**src/rtl/msrv32_pipe_ctrl.sv**
```systemverilog
// Pipeline hazard/redirect controller for the three-stage msrv32 core.
// Optional stall-cycle counter is built when MSRV32_STALL_CNT_EN is defined.
//
// state    | meaning
// ---------+------------------------------------------------------------
// RUN      | normal issue; resolves trap, mem wait, branch, load-use
// FLUSH    | redirect in progress; bubbles into stage-1/stage-2 registers
// MEM_WAIT | data memory busy; whole front end held
// LD_STALL | one-cycle gap after a load-use bubble; no action taken
module msrv32_pipe_ctrl #(
    parameter int FLUSH_CYCLES = 2,
    parameter int STALL_CNT_W  = 32
) (
    input  logic       clk_in,
    input  logic       reset_in,
    input  logic       trap_taken_in,
    input  logic       branch_taken_in,
    input  logic       dmem_wait_in,
    input  logic       ex_load_in,
    input  logic [4:0] ex_rd_addr_in,
    input  logic [4:0] id_rs1_addr_in,
    input  logic [4:0] id_rs2_addr_in,
    output logic       stall_pc_out,
    output logic       stall_reg1_out,
    output logic       stall_reg2_out,
    output logic       flush_reg1_out,
    output logic       flush_reg2_out,
    output logic [1:0] state_out
`ifdef MSRV32_STALL_CNT_EN
    ,
    output logic [STALL_CNT_W-1:0] stall_cnt_out
`endif
);

    localparam logic [1:0] RUN      = 2'b00;
    localparam logic [1:0] FLUSH    = 2'b01;
    localparam logic [1:0] MEM_WAIT = 2'b10;
    localparam logic [1:0] LD_STALL = 2'b11;

    // The redirect cycle itself is the first flush cycle, so the counter covers the rest.
    localparam logic [2:0] FLUSH_LOAD     = 3'(FLUSH_CYCLES - 1);
    localparam logic [1:0] REDIRECT_STATE = (FLUSH_CYCLES > 1) ? FLUSH : RUN;

    if (FLUSH_CYCLES < 1 || FLUSH_CYCLES > 7 || STALL_CNT_W < 1) begin : g_param_check
        $error("msrv32_pipe_ctrl: FLUSH_CYCLES must be 1..7 and STALL_CNT_W >= 1");
    end

    logic [1:0] state_q;
    logic [1:0] state_d;
    logic [2:0] flush_cnt_q;
    logic [2:0] flush_cnt_d;
    logic       hazard;
    logic       redirect;

    assign hazard = ex_load_in && (ex_rd_addr_in != 5'd0) &&
                    ((ex_rd_addr_in == id_rs1_addr_in) || (ex_rd_addr_in == id_rs2_addr_in));

    // Trap wins in every state; a branch only redirects from RUN and loses to a memory wait.
    assign redirect = trap_taken_in ||
                      ((state_q == RUN) && branch_taken_in && !dmem_wait_in);

    assign state_out = state_q;

    always_comb begin
        stall_pc_out   = 1'b0;
        stall_reg1_out = 1'b0;
        stall_reg2_out = 1'b0;
        flush_reg1_out = 1'b0;
        flush_reg2_out = 1'b0;
        state_d        = state_q;
        flush_cnt_d    = flush_cnt_q;

        if (redirect) begin
            flush_reg1_out = 1'b1;
            flush_reg2_out = 1'b1;
            flush_cnt_d    = FLUSH_LOAD;
            state_d        = REDIRECT_STATE;
        end else begin
            case (state_q)
                RUN: begin
                    if (dmem_wait_in) begin
                        stall_pc_out   = 1'b1;
                        stall_reg1_out = 1'b1;
                        stall_reg2_out = 1'b1;
                        state_d        = MEM_WAIT;
                    end else if (hazard) begin
                        stall_pc_out   = 1'b1;
                        stall_reg1_out = 1'b1;
                        flush_reg2_out = 1'b1;
                        state_d        = LD_STALL;
                    end
                end
                FLUSH: begin
                    flush_reg1_out = 1'b1;
                    flush_reg2_out = 1'b1;
                    if (flush_cnt_q != 3'd0) begin
                        flush_cnt_d = flush_cnt_q - 3'd1;
                    end
                    if (flush_cnt_q <= 3'd1) begin
                        state_d = RUN;
                    end
                end
                MEM_WAIT: begin
                    if (dmem_wait_in) begin
                        stall_pc_out   = 1'b1;
                        stall_reg1_out = 1'b1;
                        stall_reg2_out = 1'b1;
                    end else begin
                        state_d = RUN;
                    end
                end
                LD_STALL: begin
                    state_d = RUN;
                end
                default: begin
                    state_d = RUN;
                end
            endcase
        end

        if (reset_in) begin
            stall_pc_out   = 1'b0;
            stall_reg1_out = 1'b0;
            stall_reg2_out = 1'b0;
            flush_reg1_out = 1'b0;
            flush_reg2_out = 1'b0;
        end
    end

    always_ff @(posedge clk_in or posedge reset_in) begin
        if (reset_in) begin
            state_q     <= RUN;
            flush_cnt_q <= 3'd0;
        end else begin
            state_q     <= state_d;
            flush_cnt_q <= flush_cnt_d;
        end
    end

`ifdef MSRV32_STALL_CNT_EN
    always_ff @(posedge clk_in or posedge reset_in) begin
        if (reset_in) begin
            stall_cnt_out <= '0;
        end else if (stall_pc_out && !(&stall_cnt_out)) begin
            stall_cnt_out <= stall_cnt_out + STALL_CNT_W'(1);
        end
    end
`endif

endmodule
```
**config.mk**
```make
export PLATFORM = sky130hd
export DESIGN_NAME = msrv32_pipe_ctrl
export DESIGN_NICKNAME = d
export VERILOG_FILES = /design/src/rtl/msrv32_pipe_ctrl.sv
export SDC_FILE = /design/constraint.sdc
export NUM_CORES = 1
export LEC_CHECK = 0
export ABC_AREA = 1
export CAP_MARGIN = 20
export CORE_MARGIN = 2
export CORE_UTILIZATION = 43
export CTS_CLUSTER_SIZE = 12
export DETAILED_ROUTE_END_ITERATION = 6
export PLACE_DENSITY = 0.86
export SETUP_SLACK_MARGIN = 0.15
export SYNTH_ARGS = -nofsm -noshare
export SYNTH_HDL_FRONTEND = slang
export SYNTH_SLANG_ARGS = --single-unit
export TNS_END_PERCENT = 50
```
**constraint.sdc**
```tcl
create_clock -name clk_in -period 3.75 [get_ports clk_in]
set_input_delay 0.75 -clock clk_in [delete_from_list [all_inputs] [get_ports clk_in]]
set_output_delay 0.75 -clock clk_in [all_outputs]
set_load 0.03 [all_outputs]
```
# == After elaboration in Yosys (flattened, before gate mapping) ==
# Cells that the tools add are included.
# Widths: inputs -> output; s select.
# totals
n_memories,0
mem_bits_ro,0
ff_bits,5
ramBits,0
latch_bits,0
wordCells,52
# classes
n_shift,0
multipliers,0
addsub,1
mux,25
magnitude_cmp,1
reduce_logical,15
bitwise,0
n_eq_ne,8
div,0
# ops
operator,count
$mux 1,14
$eq 5x5->1,2
$mux 2,5
$mux 3,3
$pmux 2 s4,1
$ne 3x3->1 const B,2
$reduce_bool 5->1,1
$eq 2x2->1 const B,2
$logic_and 1x1->1,4
$ne 4x4->1 const B,1
$pmux 1 s2,2
$reduce_bool 2->1,2
$le 3x1->1 const B,1
$reduce_and 3->1,1
$reduce_bool 3->1,1
$sub 3x1->3 const B,1
$eq 2x1->1 const B,1
$logic_not 2->1,1
$logic_or 1x1->1,2
$reduce_and 2->1,1
$reduce_or 2->1,1
$logic_not 1->1,1

# == Logic depth before layout (Yosys ltp) ==
# Gate-level depths: netlist of the first run.
# logic_depth
ltp_word,8
mapped_depth,11
ltp_nobuf,11

# == Worst setup path after synthesis of the first run ==
# Ideal clock, no wire load.
# synth_path
path_type,input -> output
startpoint,in dmem_wait_in
endpoint,out stall_reg1_out
required_ns,3.000
path_buffers,1
cell_stages,11
arrival_time_ns,1.986
setup_slack_ns,1.014
cell_sequence,inv_1 -> nand2_1 -> inv_2 -> nand2_2 -> nand2_4 -> inv_2 -> nand2_1 -> inv_1 -> nand2_1 -> o21ai_1 -> buf_4
# synth_via
elab_chain_cells,5
word_cells_on_any_way,8
classes_between,mux: 5; reduce/logical: 3
# synth_lines
element,line,rtl
from (decl),18,"input logic dmem_wait_in,"
"parallel branches: the longest is 3 deep, another holds $pmux 1 s2",n/a,
$mux 1 * (2 in a row),n/a,
to (decl),24,"output logic stall_reg1_out,"
# Every way passes the cells marked *.

# == Worst setup path in the final report of the first run ==
# layout_path
startpoint,in ex_rd_addr_in[4]
endpoint,out stall_pc_out
# layout_via
elab_chain_cells,8
word_cells_on_any_way,11
classes_between,eq/ne: 2; mux: 5; reduce/logical: 4
# layout_lines
element,line,rtl
from (decl),20,"input logic [4:0] ex_rd_addr_in,"
$eq 5x5->1 / $reduce_bool 5->1 (equally long branches),"56, 55",
$logic_or 1x1->1 / $logic_and 1x1->1 (equally long branches),"56, 55",
$logic_and 1x1->1 *,55,assign hazard = ex_load_in && (ex_rd_addr_in != 5'd0) &&
$mux 1 *,86,end else if (hazard) begin
$mux 1 *,81,if (dmem_wait_in) begin
$pmux 1 s2 *,79,case (state_q)
$mux 1 *,73,if (redirect) begin
$mux 1 *,121,if (reset_in) begin
to (decl),23,"output logic stall_pc_out,"
# Mark *: on every way between the ends. The rest lies on a longest branch, timed or not.

==> impl_metrics.env, run 1 <==
export IMPL_postCtsSetupBuffers=0
export IMPL_rr_startpoint="flush_cnt_q[1]"
export IMPL_critical_path_class="in -> out"
export IMPL_synth_compound_area_share_pct=5.73
export IMPL_crit_chain="clkdlybuf4s50_1, inv_1, nand2_1, nand2_1, nor2_1, nand3_1, nand2_1, nand2_1, o21ai_1, clkdlybuf4s50_1"
export IMPL_critPathMaxStageDelay_ps=700
export IMPL_leakage_nw=0.527
export IMPL_syn_nets=136
export IMPL_whs_path_depth=2
export IMPL_grt_usage_pct=20.0
export IMPL_drive_gt1_share_pct=6.34
export IMPL_powerDensity_mw_per_mm2=458
export IMPL_hold_viol=0
export IMPL_fin_area_sq_um=920
export IMPL_synthTopCellsByArea="nand2_1 23%, dfrtp_1 20%, inv_1 18%, nor2_1 6.7%, ha_1 6.1%"
export IMPL_synth_xor_area_share_pct=2.86
export IMPL_final_nets=167
export IMPL_place_hpwl_mm=1.27
export IMPL_finalSetupViolCount=0
export IMPL_ctsHoldBuffers=0
export IMPL_diodes=0
export IMPL_instances_no_fill=157
export IMPL_drtPass1Iterations=4
export IMPL_ys_seq_area_share_pct=20.4
export IMPL_cts_buffers=3
export IMPL_worst_slew_pin_slew_ps=319
export IMPL_area_growth_pct=50.3
export IMPL_cp_end_kind="output pin"
export IMPL_fin_tns_setup_ps=0
export IMPL_overflow=0
export IMPL_clockBufferDepth=2
export IMPL_num_vias=724
export IMPL_grt_start_max_net_pins=10
export IMPL_hold_class="reg -> reg"
export IMPL_cp_top_family="buffers and inverters"
export IMPL_cts_sink_count=5
export IMPL_die_h_microns=41.7
export IMPL_rr_endpoint="state_out[1]"
export IMPL_path_clk_slew_ps=40
export IMPL_syn_avg_cell_area_sq_um=5.46
export IMPL_root_buffer="clkbuf_4"
export IMPL_design_core_area_sq_mm=0.00132
export IMPL_slew_headroom_pct=78.6
export IMPL_fin_crit_sh_pct=92.2
export IMPL_slew_violations=0
export IMPL_io_pins=28
export IMPL_max_freq_mhz=289
export IMPL_routabilityCongestion=0.822
export IMPL_syn_inst=112
export IMPL_reg2reg_depth=8
export IMPL_slowest_stage="clkdlybuf4s50_1"
export IMPL_place_area_sq_um=893
export IMPL_yosys_register_bits=5
export IMPL_critPathArrivalTime_ps=2710
export IMPL_wl_per_cell_microns=9.78
export IMPL_worst_setup_path_start_kind="input pin"
export IMPL_synth_top_family_by_area="simple AND/OR/NAND/NOR gates"
export IMPL_yosys_warnings=0
export IMPL_min_delay_start="flush_cnt_q[0]"
export IMPL_synth_top_area_share_pct=23.3
export IMPL_port_buffers=27
export IMPL_grt_pass1_wl_mm=2.62
export IMPL_drt_iter0_drc=11
export IMPL_vdd_ir_drop_worst_v=0.000372
export IMPL_rsz0062_at_grt="no"
export IMPL_dp_cells=153
export IMPL_drc=0
export IMPL_grt_pass1_vias=692
export IMPL_ant_nets=0
export IMPL_outcome="complete, no violations"
export IMPL_cap_violations=0
export IMPL_dieArea_sq_mm=0.00174
export IMPL_fin_skew_ps=10.2
export IMPL_syn_area_sq_um=612
export IMPL_initial_core_util_pct=46.4
export IMPL_reg2reg_slack_ps=2440
export IMPL_vias_per_cell=4.61
export IMPL_yosysUniqueCellTypes=18
export IMPL_htree_levels=1
export IMPL_crit_buf_inv=3
export IMPL_required_ps=3000
export IMPL_rows=13
export IMPL_cpMostUsedCell="nand2_1"
export IMPL_cts_tree="built"
export IMPL_clkLatencyLatePin_ps=250
export IMPL_antenna_found_initial=0
export IMPL_die_w_microns=41.7
export IMPL_critPathMaxFanout=4
export IMPL_cts_resized=0
export IMPL_synthSimpleGateAreaFrac_pct=44.6
export IMPL_period_minus_slack_ps=3460
export IMPL_drt_total_wl_mm=1.54
export IMPL_synthAdderAreaFrac_pct=6.13
export IMPL_yosysTopAreaCell="nand2_1"
export IMPL_synthMuxAreaShare_pct=0
export IMPL_min_to="flush_cnt_q[0]"
layout by cell type, fill, tap and decap left out:
cell type	n
nor3_2	1
clkdlybuf4s50_1	27
inv_2	2
xnor2_1	2
nor2_1	11
dfrtp_1	5
nand2_1	38
nand2_2	1
a21oi_1	2
nand2_4	1
o21ai_0	4
nor2_2	1
clkbuf_1	1
clkbuf_4	3
nand4_1	3
o21ai_1	1
inv_1	29
or2_0	1
nand3_1	6
ha_1	3
registers in the layout, indices dropped and copies added, names as in the netlist:
name / cells
flush_cnt_q: 3
state_out: 2
synthesized netlist by cell type (all sizes together):
cell and number:
o21ai 5, or2 1, nand3 6, inv 31
a21oi 2, nand4 3, xnor2 2, ha 3
nor3 1, nand2 40, buf 1, nor2 12
dfrtp 5
through the flow:
stage          utilization (%)  hold slack, ps  worst slack [ps]  power, mW
6_report                  69.8             538               293      0.421
3_3_place_gp              67.8             535               353      0.352
4_1_cts                   69.8             549               298      0.427
3_5_place_dp              67.8             539               312      0.357
2_1_floorplan                -             493              1010      0.268
5_1_grt                   69.8             577               153      0.467
cell type report:
type,count,area (sq um)
fillers,117,398
multi-input cells,75,363
well taps,15,18.8
repair buffers,27,270
flip-flops and latches,5,125
inverters,31,116
clock buffers,4,26.3
report_power, final:
part / switching [mW] / internal, mW / total (mW)
sequential: 0.0189 / 0.0758 / 0.0947
combinational: 0.157 / 0.104 / 0.261
clock: 0.0251 / 0.0404 / 0.0655
layer usage:
metal | global-route usage, % | up-vias | part of all wire, %
met1 | 20.9 | 304 | 43
met3 | 6.09 | 5 | 6.9
met2 | 35.0 | 25 | 48
met5 | 0 | - | 0
li1 | - | 390 | -
met4 | 11.6 | 0 | 2.3
cell families (layout without fill, tap and decap cells):
kind of cell	Yosys count	count (layout)
adders and majority gates	3	3
xor gates and xnor gates	2	2
AOI/OAI and AO/OA	7	7
DFF	5	5
buffers and inverters	32	62
and+or+nand+nor	63	63
worst max path at each step:
stage	startpoint	end	depth (start not counted)
finish	ex_rd_addr_in[4]	stall_pc_out	10
global route	ex_rd_addr_in[3]	stall_reg1_out	10
CTS	ex_rd_addr_in[4]	stall_pc_out	10
detailed placement	ex_rd_addr_in[4]	stall_pc_out	10
global placement	ex_rd_addr_in[4]	stall_pc_out	10
floorplan	dmem_wait_in	stall_reg1_out	11
worst register-to-register path, stage by stage (launching register included):
cell,delay (ps)
dfrtp_1,340
inv_1,90
ha_1,180
a21oi_1,110
nor2_1,60
nor3_2,190
nor2_1,80
nand3_1,90
nand2_1,50
Note: power is estimated with default switching activity, not from simulation.
==> run 2, diff against run 1 <==
- REMOVE_ABC_BUFFERS: not set -> 1
- clock period: 3.75 -> 4.48 ns (I/O delays scaled with it)
==> run 2 against run 1 <==
  * Wire length is 3.1% lower
  * First-iteration DRC count is 45% lower
  * Count of clock-buffer cells in the layout stayed put
  * Register-to-register slack better by 680 ps
  * Sequential share of layout area stayed put
  * Combinational power is 15% lower
  * Highest routed layer unchanged
  * Worst setup slack better by 440 ps
  * Critical path type unchanged
  * Flip-flop and latch count stayed put
  * Clock power is 19% lower
==> impl_metrics.env, run 2 (same netlist as run 1, synthesis figures left out) <==
export IMPL_period_minus_slack_ps=3750
export IMPL_grt_pass1_wl_mm=2.47
export IMPL_largest_register_ffs=3
export IMPL_fin_crit_sh_pct=83.6
export IMPL_required_ps=3580
export IMPL_rows=13
export IMPL_outcome="complete, no violations"
export IMPL_num_vias=727
export IMPL_p_int_mw=0.185
export IMPL_crit_chain="clkdlybuf4s50_1, inv_1, nand2_1, inv_2, nand2_2, nand2_4, inv_2, nand2_1, inv_1, nand2_1, o21ai_1, clkdlybuf4s50_1"
export IMPL_grt_pass1_vias=660
export IMPL_powerDensity_mw_per_mm2=386
export IMPL_cts_tree="built"
export IMPL_port_buffers=27
export IMPL_area_growth_pct=50.3
export IMPL_seqPwrFrac_pct=22.1
export IMPL_cap_violations=0
export IMPL_htree_levels=1
export IMPL_critical_path_class="in -> out"
export IMPL_diodes=0
export IMPL_ant_nets=0
export IMPL_die_w_microns=41.7
export IMPL_crit_buf_inv=6
export IMPL_vias_per_cell=4.63
export IMPL_critPathArrivalTime_ps=2850
export IMPL_grt_usage_pct=18.6
export IMPL_place_hpwl_mm=1.29
export IMPL_wl_per_cell_microns=9.48
export IMPL_slew_headroom_pct=79.2
export IMPL_postCtsSetupBuffers=0
export IMPL_clkLatencyLatePin_ps=250
export IMPL_root_buffer="clkbuf_4"
export IMPL_worst_setup_path_start_kind="input pin"
export IMPL_critPathMaxFanout=5
export IMPL_routabilityCongestion=0.779
export IMPL_fin_util_pct=69.8
export IMPL_hold_class="reg -> reg"
export IMPL_initial_core_util_pct=46.4
export IMPL_fin_skew_ps=5.98
export IMPL_design_core_area_sq_mm=0.00132
export IMPL_largest_register="flush_cnt_q"
export IMPL_cpMostUsedCell="nand2_1"
export IMPL_cts_buffers=3
export IMPL_final_common_cell="nand2_1"
export IMPL_antenna_found_initial=0
export IMPL_drtPass1Iterations=4
export IMPL_finalSetupViolCount=0
export IMPL_path_clk_slew_ps=40
export IMPL_hold_viol=0
export IMPL_whs_path_depth=2
export IMPL_final_nets=167
export IMPL_clockBufferDepth=2
export IMPL_grt_start_max_net_pins=10
export IMPL_worst_slew_pin_slew_ps=311
export IMPL_ctsHoldBuffers=0
export IMPL_drt_iter0_drc=6
export IMPL_dieArea_sq_mm=0.00174
export IMPL_total_power_mw=0.355
export IMPL_cts_resized=0
export IMPL_rsz0062_at_grt="no"
export IMPL_p_clk_share_pct=15.0
export IMPL_drt_total_wl_mm=1.49
export IMPL_slowest_stage="clkdlybuf4s50_1"
export IMPL_vdd_ir_drop_worst_v=0.000272
export IMPL_leakage_nw=0.527
export IMPL_cp_top_family="buffers and inverters"
export IMPL_slew_violations=0
export IMPL_drive_gt1_share_pct=6.34
export IMPL_reg2reg_depth=8
export IMPL_cp_depth=12
export IMPL_cp_end_kind="output pin"
export IMPL_layout_common_cells="38 x nand2_1, 29 x inv_1, 27 x clkdlybuf4s50_1, 11 x nor2_1, 6 x nand3_1"
export IMPL_die_h_microns=41.7
export IMPL_overflow=0
export IMPL_critPathMaxStageDelay_ps=700
export IMPL_cts_sink_count=5
export IMPL_p_sw_share_pct=47.8
export IMPL_drc=0
export IMPL_io_pins=28
export IMPL_p_comb_share_pct=62.9
export IMPL_max_freq_mhz=267
export IMPL_fin_tns_setup_ps=0
export IMPL_p_switching_mw=0.170
run 2: cell counts in the layout (fill, tap and decap cells not counted):
No cell type changed its count.
run 2: routing by layer:
layer	share of wire (%)	track usage (%)	vias to the layer above	wire length [microns]
li1	-	-	388	-
met3	4.8	6.52	4	72
met4	1.9	7.74	0	29
met5	0	0	-	0
met1	42	19.2	319	625
met2	51	33.8	16	762
run 2: final cells by class:
type	count	area, sq um
clock buffers	4	26.3
fillers	126	398
inverters	31	116
multi-input cells	75	363
flip-flops and latches	5	125
well taps	15	18.8
repair buffers	27	270
run 2: worst min-delay path: cells and delay by family, from the launching register on:
family / cells / cell delay, ps
flip-flops: 1 / 370
AO/OA/AOI/OAI: 1 / 60
AND/OR/NAND/NOR: 1 / 70
run 2: per-stage QoR:
step,instance area (sq um),hold slack (ps),worst slack [ps],cells
global route,920,556,626,157
finish,920,531,732,157
detailed placement,893,525,745,153
CTS,920,533,727,157
global placement,893,534,787,153
floorplan,604,493,1370,111
run 2: path summary, 6_finish.rpt:
check / start / to / slack [ps]
max reg2reg: flush_cnt_q[1] / state_out[0] / 3120
min: flush_cnt_q[1] / flush_cnt_q[1] / 530
min reg2reg: flush_cnt_q[1] / flush_cnt_q[1] / 530
max in group asynchronous: reset_in / state_out[0] / 3370
min in group asynchronous: reset_in / flush_cnt_q[0] / 880
max: dmem_wait_in / stall_pc_out / 730
run 2: power groups by stage:
| stage | Sequential (mW) | Combinational, mW | Clock, mW |
|---|---|---|---|
| after CTS | 0.0788 | 0.226 | 0.0546 |
| after global routing | 0.0819 | 0.251 | 0.0593 |
| after floorplan | 0.0938 | 0.130 | 0 |
| final | 0.0784 | 0.223 | 0.0530 |
| after global placement | 0.0786 | 0.215 | 0 |
| after detailed placement | 0.0793 | 0.225 | 0 |
